==> config.mk <==
export PLATFORM = sky130hd
export DESIGN_NAME = chnl_acum_ctrl
export DESIGN_NICKNAME = d
export VERILOG_FILES = /design/src/rtl/chnl_acum_ctrl.sv
export SDC_FILE = /design/constraint.sdc
export NUM_CORES = 1
export LEC_CHECK = 0
export BUFFER_PORTS_ARGS = -buffer_cell sky130_fd_sc_hd__buf_4
export CAP_MARGIN = 20
export CORE_ASPECT_RATIO = 1.1
export CORE_UTILIZATION = 45
export CTS_CLUSTER_DIAMETER = 150
export CTS_CLUSTER_SIZE = 25
export DETAILED_ROUTE_END_ITERATION = 16
export GPL_TIMING_DRIVEN = 0
export PLACE_DENSITY_LB_ADDON = 0.3
export SYNTH_ARGS = -nofsm -noshare
export SYNTH_HDL_FRONTEND = slang
export SYNTH_SLANG_ARGS = --single-unit
==> constraint.sdc <==
create_clock -name clk -period 3 [get_ports clk]
set_clock_uncertainty 0.1 [all_clocks]
set_input_delay 0.3 -clock clk [delete_from_list [all_inputs] [get_ports clk]]
set_output_delay 0.3 -clock clk [all_outputs]
set_load 0.01 [all_outputs]
==> src/rtl/chnl_acum_ctrl.sv <==
// Sequencer for the channel-accumulation datapath: accepts conv column beats,
// tracks column/channel/kernel position and replays them LAT cycles later as accumulator strobes.
module chnl_acum_ctrl #(
    parameter int WID  = 56,
    parameter int CHNL = 64,
    parameter int KNUM = 64,
    parameter int LAT  = 4,
    parameter int CW   = $clog2(WID),
    parameter int KW   = $clog2(KNUM)
) (
    input  logic          clk,
    input  logic          rst_n,
    input  logic          start_i,
    output logic          busy_o,
    output logic          done_o,
    input  logic          col_valid_i,
    output logic          col_ready_o,
    input  logic          out_afull_i,
    output logic          acc_en_o,
    output logic          acc_first_o,
    output logic          out_valid_o,
    output logic [CW-1:0] out_col_o,
    output logic [KW-1:0] kern_idx_o
);

    localparam int CHW = (CHNL > 1) ? $clog2(CHNL) : 1;
    localparam int DW  = $clog2(LAT + 1);

    typedef enum logic [1:0] {S_IDLE, S_RUN, S_DRAIN, S_DONE} state_t;

    typedef struct packed {
        logic          vld;
        logic          first;
        logic          last;
        logic [CW-1:0] col;
        logic [KW-1:0] kern;
    } beat_t;

    state_t           state_q, state_d;
    logic [CW-1:0]    col_cnt_q, col_cnt_d;
    logic [CHW-1:0]   chnl_cnt_q, chnl_cnt_d;
    logic [KW-1:0]    kern_cnt_q, kern_cnt_d;
    logic [DW-1:0]    drain_cnt_q, drain_cnt_d;
    logic             busy_q, busy_d;
    logic             done_q, done_d;
    beat_t            pipe_q [LAT];
    beat_t            pipe_d [LAT];

    logic             col_last;
    logic             chnl_last;
    logic             kern_last;
    logic             ready;
    logic             accept;
    beat_t            beat_in;

    always_comb begin
        col_last  = (col_cnt_q == CW'(WID - 1));
        chnl_last = (chnl_cnt_q == CHW'(CHNL - 1));
        kern_last = (kern_cnt_q == KW'(KNUM - 1));
        // Backpressure only gates last-channel beats: those are the ones that produce output.
        ready     = (state_q == S_RUN) && !(chnl_last && out_afull_i);
        accept    = col_valid_i && ready;

        state_d     = state_q;
        col_cnt_d   = col_cnt_q;
        chnl_cnt_d  = chnl_cnt_q;
        kern_cnt_d  = kern_cnt_q;
        drain_cnt_d = drain_cnt_q;

        case (state_q)
            S_IDLE: begin
                if (start_i) begin
                    col_cnt_d  = '0;
                    chnl_cnt_d = '0;
                    kern_cnt_d = '0;
                    state_d    = S_RUN;
                end
            end
            S_RUN: begin
                if (accept) begin
                    col_cnt_d = col_last ? '0 : col_cnt_q + CW'(1);
                    if (col_last) begin
                        chnl_cnt_d = chnl_last ? '0 : chnl_cnt_q + CHW'(1);
                        if (chnl_last) begin
                            kern_cnt_d = kern_last ? '0 : kern_cnt_q + KW'(1);
                        end
                    end
                    if (col_last && chnl_last && kern_last) begin
                        state_d     = S_DRAIN;
                        drain_cnt_d = DW'(LAT);
                    end
                end
            end
            S_DRAIN: begin
                drain_cnt_d = drain_cnt_q - DW'(1);
                if (drain_cnt_q == DW'(1)) begin
                    state_d = S_DONE;
                end
            end
            default: begin
                state_d = S_IDLE;
            end
        endcase

        busy_d = (state_d == S_RUN) || (state_d == S_DRAIN);
        done_d = (state_d == S_DONE);

        // Bubbles enter the pipe as all-zero beats so flags are gated for free.
        beat_in       = '0;
        beat_in.vld   = accept;
        beat_in.first = accept && (chnl_cnt_q == '0);
        beat_in.last  = accept && chnl_last;
        beat_in.col   = accept ? col_cnt_q : '0;
        beat_in.kern  = accept ? kern_cnt_q : '0;

        pipe_d[0] = beat_in;
        for (int i = 1; i < LAT; i++) begin
            pipe_d[i] = pipe_q[i-1];
        end
    end

    always_ff @(posedge clk or negedge rst_n) begin
        if (!rst_n) begin
            state_q     <= S_IDLE;
            col_cnt_q   <= '0;
            chnl_cnt_q  <= '0;
            kern_cnt_q  <= '0;
            drain_cnt_q <= '0;
            busy_q      <= 1'b0;
            done_q      <= 1'b0;
            for (int i = 0; i < LAT; i++) begin
                pipe_q[i] <= '0;
            end
        end else begin
            state_q     <= state_d;
            col_cnt_q   <= col_cnt_d;
            chnl_cnt_q  <= chnl_cnt_d;
            kern_cnt_q  <= kern_cnt_d;
            drain_cnt_q <= drain_cnt_d;
            busy_q      <= busy_d;
            done_q      <= done_d;
            for (int i = 0; i < LAT; i++) begin
                pipe_q[i] <= pipe_d[i];
            end
        end
    end

    assign col_ready_o = ready;
    assign busy_o      = busy_q;
    assign done_o      = done_q;
    assign acc_en_o    = pipe_q[LAT-1].vld;
    assign acc_first_o = pipe_q[LAT-1].first;
    assign out_valid_o = pipe_q[LAT-1].last;
    assign out_col_o   = pipe_q[LAT-1].col;
    assign kern_idx_o  = pipe_q[LAT-1].kern;

endmodule

==> results of run 1 <==
## sequential cells by signal, summed over array words and instances, names as in the netlist, 2 cells and up
signal	cells
state_q	2
out_col_o	6
kern_idx_o	6
drain_cnt_q	3
chnl_cnt_q	6
col_cnt_q	6
kern_cnt_q	6
pipe_d	45
## per-layer routing
layer  track usage, %  part of all wire (%)
met3             3.98                   5.4
met4             9.09                   2.5
met1             21.5                    45
met5                0                     0
met2             25.1                    48
## where the power goes
part | switching [mW] | total (mW) | internal (mW) | leakage, nW
Clock | 0.393 | 0.888 | 0.495 | 0.114
Combinational | 0.154 | 0.286 | 0.132 | 0.592
Sequential | 0.0814 | 1.35 | 1.27 | 1.12
Total | 0.628 | 2.52 | 1.89 | 1.82
## repair_timing
action | CTS | global route
resized for setup | 0 | 0
buffers inserted | 0 | 0
hold endpoints to repair | 0 | 18
hold buffers | 0 | 1
## worst min-delay path, cell delays in order
cell and delay [ns]:
sky130_fd_sc_hd__buf_4 0.11, sky130_fd_sc_hd__o21bai_1 0.10, sky130_fd_sc_hd__nand2_1 0.08, sky130_fd_sc_hd__nand3_1 0.06
## worst max path at each step
stage	depth (start not counted)	from	end
after floorplan	7	chnl_cnt_q[0]	chnl_cnt_q[5]
after global placement	8	col_cnt_q[0]	busy_o
after detailed placement	8	col_cnt_q[0]	busy_o
after CTS	8	col_cnt_q[0]	busy_o
after global routing	8	col_cnt_q[0]	busy_o
final	8	col_cnt_q[0]	busy_o
## layout by cell type (no fill, tap or decap), types with 6 or more instances in the layout
| cell | netlist | routed |
|---|---|---|
| sky130_fd_sc_hd__a21oi_1 | 8 | 8 |
| sky130_fd_sc_hd__a31oi_1 | 7 | 7 |
| sky130_fd_sc_hd__and2_1 | 11 | 11 |
| sky130_fd_sc_hd__and3_1 | 6 | 6 |
| sky130_fd_sc_hd__buf_4 | 0 | 22 |
| sky130_fd_sc_hd__clkbuf_1 | 9 | 10 |
| sky130_fd_sc_hd__clkbuf_8 | 0 | 10 |
| sky130_fd_sc_hd__dfrtp_1 | 85 | 85 |
| sky130_fd_sc_hd__ha_1 | 7 | 7 |
| sky130_fd_sc_hd__inv_1 | 8 | 8 |
| sky130_fd_sc_hd__nand2_1 | 14 | 14 |
| sky130_fd_sc_hd__nand3_1 | 12 | 12 |
| sky130_fd_sc_hd__nor2_1 | 6 | 6 |
| sky130_fd_sc_hd__o22ai_1 | 6 | 6 |
## metrics by stage
stage | hold slack (ns) | cell area, um2 | total power, mW | setup WS, ns
after floorplan | -0.0956 | 3110 | 1.54 | 0.792
after global placement | 0.231 | 3370 | 1.64 | 0.579
after detailed placement | 0.235 | 3370 | 1.66 | 0.539
after CTS | 0.0628 | 3600 | 2.55 | 0.514
after global routing | 0.258 | 3640 | 2.66 | 0.340
final | 0.245 | 3640 | 2.52 | 0.514
## cell type report
| type | instances | area, um2 | area share [%] |
|---|---|---|---|
| sequential | 85 | 2130 | 58.5 |
| multi-input combinational | 133 | 880 | 24.2 |
| timing repair buffer | 24 | 203 | 5.57 |
| clock buffer | 11 | 141 | 3.89 |
| tap | 82 | 103 | 2.82 |
| clock inverter | 5 | 82.6 | 2.27 |
| buffer | 13 | 66.3 | 1.82 |
| inverter | 9 | 33.8 | 0.929 |
## logic make-up after synthesis
| kind of cell | after synthesis |
|---|---|
| AO/OA/AOI/OAI | 44 |
| multiplexers | 3 |
| flip-flops | 85 |
| AND/OR/NAND/NOR | 78 |
| adder cells (fa/ha/maj) | 7 |
| buffers and inverters | 22 |
| XOR/XNOR | 1 |
==> parameters.txt, run 1 <==
Parameter                              Value

Floorplanning
  Width of the die ... around 81 um
  Starting Density ... a little under half
  Count of boundary I/O pins ... 23
  Core area ... 0.00663 mm2
  Die Footprint ... 0.00724 mm2
  Site Rows ... 31
  DIE HEIGHT ... between 80 and 90 um

Setup path
  Highest-delay cell along the critical path ... sky130_fd_sc_hd__dfrtp_1
  Critical path buffers and inverters ... 2
  Crit path launch type ... flip-flop
  Endpoint of the worst register-to-register path ... busy_o
  Slowest stage delay, CP ... roughly 0.41 ns
  Startpoint of the worst register-to-register path ... col_cnt_q[0]
  CP Capture Type ... flip-flop
  Length in cells of the worst reg-to-reg path ... 8
  Reg-to-reg setup timing slack ... 0.51 ns
  CP required ... around 3.1 ns
  Family of cells with the greatest summed delay on the critical path ... simple AND/OR/NAND/NOR gates
  Arrival time of data at the critical path endpoint ... 2.62 ns
  Critical path, cell by cell ... ha_1 -> and4b_1 -> clkbuf_1 -> and4_1 -> clkbuf_1 -> and4_1 -> o22ai_1 -> ha_1
  Critical Path Fanout Max ... 7
  Crit path kind ... flip-flop to flip-flop

Yosys
  Synthesized netlist net count ... 252
  Post-synthesis area per instance ... ~13 um2
  Part of the Yosys area used for sequential elements ... between 60% and 70%
  Top cell type by total area after synthesis ... sky130_fd_sc_hd__dfrtp_1
  Post-synthesis cell type count ... between 40 and 50
  Post-Synth XOR/XNOR Area ... less than 1%
  Share of flip-flops with an asynchronous set or reset ... 100%
  Post-Synthesis Cell Area ... roughly 0.0031 mm2
  Synth top area share ... between 60 and 70%
  Share of synthesized area spent on multiplexers ... under 10%
  Post-synthesis simple-gate area fraction ... between 10% and 20%
  Synth Area in Adders ... 2.82%
  Most numerous cell in the Yosys netlist ... sky130_fd_sc_hd__dfrtp_1
  Post-Syn Instances ... 240
  Syn. warnings ... 0
  EDFF count, synth ... 0
  Leading post-synthesis cells by cell area ... sky130_fd_sc_hd__dfrtp_1 (68%), sky130_fd_sc_hd__ha_1 (2.8%), sky130_fd_sc_hd__and2_1 (2.2%)
  Combinational family with the most area after synthesis ... simple AND/OR/NAND/NOR gates
  Post-synthesis sequential element count ... 85
  List of most frequent post-synthesis cells ... sky130_fd_sc_hd__dfrtp_1 (85), sky130_fd_sc_hd__nand2_1 (14), sky130_fd_sc_hd__nand3_1 (12), sky130_fd_sc_hd__and2_1 (11), sky130_fd_sc_hd__clkbuf_1 (9)
  Compound-Gate Fraction of Synth Area ... about 9.7%
  Synth Flop Type ... sky130_fd_sc_hd__dfrtp_1

Min path
  Hold path cells ... 4
  Source of the worst hold timing path ... start_i
  Hold crit path type ... input port to flip-flop
  Hold Crit Endpoint ... kern_cnt_q[4]

STA
  Total Neg Setup Slack ... 0 ns
  Fmax ... 0.402 GHz
  Number of pins with negative max-slew slack in the final report ... 0
  RSZ-0062 raised after global routing ... false
  Post-route clock period utilization ... a little over 80%
  Hold Violations, Final ... 0
  Number of setup violations in the final report ... 0
  Worst-margin pin slew ... roughly 0.57 ns
  Min Clock Period, post-route ... about 2.5 ns
  Worst slew margin ... between 60% and 70%

CTS
  Longest Clk Path Bufs ... 2
  Clk_lat worst skew ... between 0.3 and 0.4 ns
  Sink Count ... 85
  CTS Buf Count ... 9
  CTS clock-pin slew for the worst setup and hold paths ... 0.08 ns
  H-tree levels ... 3
  Clock tree from TritonCTS ... done
  Clk root buf ... sky130_fd_sc_hd__clkbuf_8

Status
  Status ... finished clean

Cells and area
  Filler-free cell count of the finished design ... ~360
  Filler Cells Inserted ... 556
  Synth-to-Final Area Change ... 17.0%
  Nets ... around 290
  # diodes ... 0
  Share of layout cells above drive strength 1 ... between 15 and 20%
  Core occupancy in the finished layout ... between 50 and 60%

Routing
  # DRC ... 0
  Number of detailed-route iterations in the first pass ... 4
  Antenna Violating Nets Remaining ... 0
  Total number of vias ... 1991
  Detail-routed via count per cell ... about 5.5
  Count of routing violations after the opening detailed-route iteration ... 78
  Detailed-route wire length per cell ... approximately 14 um
  Total wirelength of the detailed-routed design ... between 5 and 6 mm

Global route
  Global-route congestion overflow total ... 0
  Pin count of the biggest net entering global routing ... 86
  Vias in the first global route ... a little under 2k
  Tot GR Track Use ... 16.4%
  Global-route wire length before repair ... between 8 and 9 mm
  Number of antenna violations at the first check in global routing ... 0

Power
  Static leakage power ... around 1.8 nW
  PwrDens ... about 690 mW/mm2
  Highest ir drop seen on vdd ... between 0.3 and 0.4 mV

Place
  Placer Congestion ... a little under 0.9
  Total placed cells including tap cells ... approximately 340
  Port Buffers ... 22
  Dpl hpwl ... roughly 3.2 mm

Flow run
  Number of maximum-capacitance constraint violations ... 0
(Power assumes the default switching activity.)
==> run 2: changes to the inputs <==
clock period = 2.08 ns   (was 3 ns; I/O delays follow)
==> run 2 against run 1 <==
Effect of this change:
- worst hold slack worse by 0.11 ns
- total power grew 41%
- core utilization is 1.8 points higher
- maximum frequency rose by 23%
- largest cell class unchanged
- setup slack lost 0.45 ns
- sequential power increased by 44%
- cell count is 2.2% higher
- flip-flop and latch count unchanged
- non-clock buffer count grew 8
- sequential share of layout area down 1.9 points
- first-iteration DRC count grew 40%
==> parameters.txt, run 2 (synthesis gave the netlist of run 1 again) <==
Parameter                              Value

Floorplanning
  Width of the die ... 81.2 um (unchanged)
  Site Rows ... 31 (unchanged)
  Starting Density ... 46.8% (unchanged)
  DIE HEIGHT ... 89.1 um (unchanged)
  Count of boundary I/O pins ... 23 (unchanged)
  Core area ... 0.00663 mm2 (unchanged)
  Die Footprint ... 0.00724 mm2 (unchanged)

Routing
  Number of detailed-route iterations in the first pass ... 4 (unchanged)
  Antenna Violating Nets Remaining ... 0 (unchanged)
  Total number of vias ... 1986 (was 1991)
  Detailed-route wire length per cell ... 14.2 um (was 14.0 um)
  Count of routing violations after the opening detailed-route iteration ... 109 (was 78)
  Detail-routed via count per cell ... 5.37 (was 5.50)
  # DRC ... 0 (unchanged)
  Total wirelength of the detailed-routed design ... 5.27 mm (was 5.07 mm)

STA
  Number of pins with negative max-slew slack in the final report ... 0 (unchanged)
  Worst slew margin ... 67.5% (was 61.7%)
  Setup ws final ... 0.0654 ns (was 0.514 ns)
  Hold Violations, Final ... 0 (unchanged)
  Fmax ... 0.496 GHz (was 0.402 GHz)
  Number of setup violations in the final report ... 0 (unchanged)
  Worst-margin pin slew ... 0.488 ns (was 0.575 ns)
  Post-route clock period utilization ... 96.9% (was 82.9%)
  Min Clock Period, post-route ... 2.01 ns (was 2.49 ns)

CTS
  Sink Count ... 85 (unchanged)
  Clk root buf ... sky130_fd_sc_hd__clkbuf_8 (unchanged)
  Clk_lat worst skew ... 0.35 ns (was 0.34 ns)
  H-tree levels ... 3 (unchanged)
  Longest Clk Path Bufs ... 2 (unchanged)
  CTS Buf Count ... 9 (unchanged)
  Clock tree from TritonCTS ... done (unchanged)
  CTS clock-pin slew for the worst setup and hold paths ... 0.09 ns (was 0.08 ns)

Cells and area
  Final std cell area, no fill ... 0.00376 mm2 (was 0.00364 mm2)
  # diodes ... 0 (unchanged)
  Share of layout cells above drive strength 1 ... 25.3% (was 16.4%)
  Max FFs per register ... 45 (unchanged)
  Most frequent standard cell in the layout excluding fill and tap cells ... sky130_fd_sc_hd__dfrtp_1 (unchanged)
  Filler Cells Inserted ... 540 (was 556)
  Top library cells by usage in the layout, fill and taps aside ... sky130_fd_sc_hd__dfrtp_1 (85), sky130_fd_sc_hd__buf_4 (34), sky130_fd_sc_hd__nand2_1 (14) (was sky130_fd_sc_hd__dfrtp_1 (85), sky130_fd_sc_hd__buf_4 (22), sky130_fd_sc_hd__nand2_1 (14))
  Nets ... 295 (was 287)
  Synth-to-Final Area Change ... 20.9% (was 17.0%)

Flow run
  Number of maximum-capacitance constraint violations ... 0 (unchanged)

Place
  Dpl hpwl ... 3.16 mm (was 3.17 mm)
  Placer Congestion ... 0.869 (about the same)
  Worst Setup Slack post-DPL ... -0.220 ns (was 0.539 ns)
  Port Buffers ... 22 (unchanged)
  Area of placed instances ... 0.00338 mm2 (was 0.00337 mm2)

Min path
  Hold path cells ... 4 (unchanged)
  Source of the worst hold timing path ... start_i (unchanged)
  Hold crit path type ... input port to flip-flop (unchanged)

Global route
  Number of antenna violations at the first check in global routing ... 0 (unchanged)
  Global-route wire length before repair ... 8.70 mm (was 8.81 mm)
  Tot GR Track Use ... 16.4% (about the same)
  Pin count of the biggest net entering global routing ... 86 (unchanged)
  Global-route congestion overflow total ... 0 (unchanged)
  Vias in the first global route ... 1956 (was 1951)

Setup path
  Worst Setup SP ... chnl_cnt_q[1] (was col_cnt_q[0])
  Startpoint of the worst register-to-register path ... chnl_cnt_q[1] (was col_cnt_q[0])
  Length in cells of the worst reg-to-reg path ... 6 (was 8)
  Arrival time of data at the critical path endpoint ... 2.21 ns (was 2.62 ns)
  Critical Path Fanout Max ... 7 (unchanged)
  CP Capture Type ... flip-flop (unchanged)
  CP required ... 2.28 ns (was 3.14 ns)
  Crit path kind ... flip-flop to flip-flop (unchanged)
  Crit path launch type ... flip-flop (unchanged)

Power
  Highest ir drop seen on vdd ... 0.512 mV (was 0.345 mV)
  Static leakage power ... 1.88 nW (was 1.82 nW)
  PwrDens ... 948 mW/mm2 (was 694 mW/mm2)
  Post-route total power ... 3.56 mW (was 2.52 mW)

Status
  Status ... finished clean (unchanged)
==> run 2: final timing paths <==
path                                   to  slack, ns
min                         kern_cnt_q[4]       0.13
max                         chnl_cnt_q[5]       0.07
min in group asynchronous    out_col_o[5]       0.16
max in group asynchronous  drain_cnt_q[2]       1.15
min reg2reg                  out_col_o[4]       0.25
max reg2reg                 chnl_cnt_q[5]       0.07
==> run 2: metal layers <==
metal,GRT usage (%),part of all wire (%),vias to the layer above
met1,19.8,44,985
met2,26.8,49,55
met3,4.18,4.8,9
met4,9.42,1.8,0
li1,-,-,937
met5,0,0,-
==> run 2: layout make-up <==
cell class	instances	area, um2	share of cell area, %
Inverter	9	33.8	0.899
Multi-Input combinational cell	133	966	25.7
Sequential cell	85	2130	56.6
Timing Repair Buffer	35	285	7.59
Clock inverter	7	57.6	1.53
Buffer	10	61.3	1.63
Tap cell	82	103	2.73
Clock buffer	9	124	3.30
==> run 2: timing repair <==
| item | in CTS | in global routing |
|---|---|---|
| endpoints found under the hold margin | 85 | 0 |
| hold buffers | 1 | 0 |
| gates resized for setup | 7 | 16 |
| pin swaps | 2 | 6 |
| setup endpoints to repair | 7 | 10 |
| setup buffers | 7 | 4 |
==> run 2: power breakdown <==
group          internal, mW  switching [mW]
logic                 0.271           0.261
registers              1.83           0.125
clock network         0.450           0.628
==> run 2: metrics by stage <==
stage	utilization, %	cells	TNS (ns)	hold WS, ns
3_3_place_gp	51.0	344	-0.513	0.231
4_1_cts	55.1	366	0	0.117
3_5_place_dp	51.0	344	-0.557	0.235
2_1_floorplan	-	240	0	-0.188
5_1_grt	56.6	370	-0.0576	0.155
6_report	56.6	370	0	0.130
==> run 2: critical path, stage by stage (launching register included) <==
cell and delay (ns):
sky130_fd_sc_hd__dfrtp_1 0.43, sky130_fd_sc_hd__ha_4 0.18, sky130_fd_sc_hd__and4_4 0.17, sky130_fd_sc_hd__a311o_1 0.36, sky130_fd_sc_hd__buf_6 0.15, sky130_fd_sc_hd__or4_4 0.50, sky130_fd_sc_hd__nand3_2 0.07
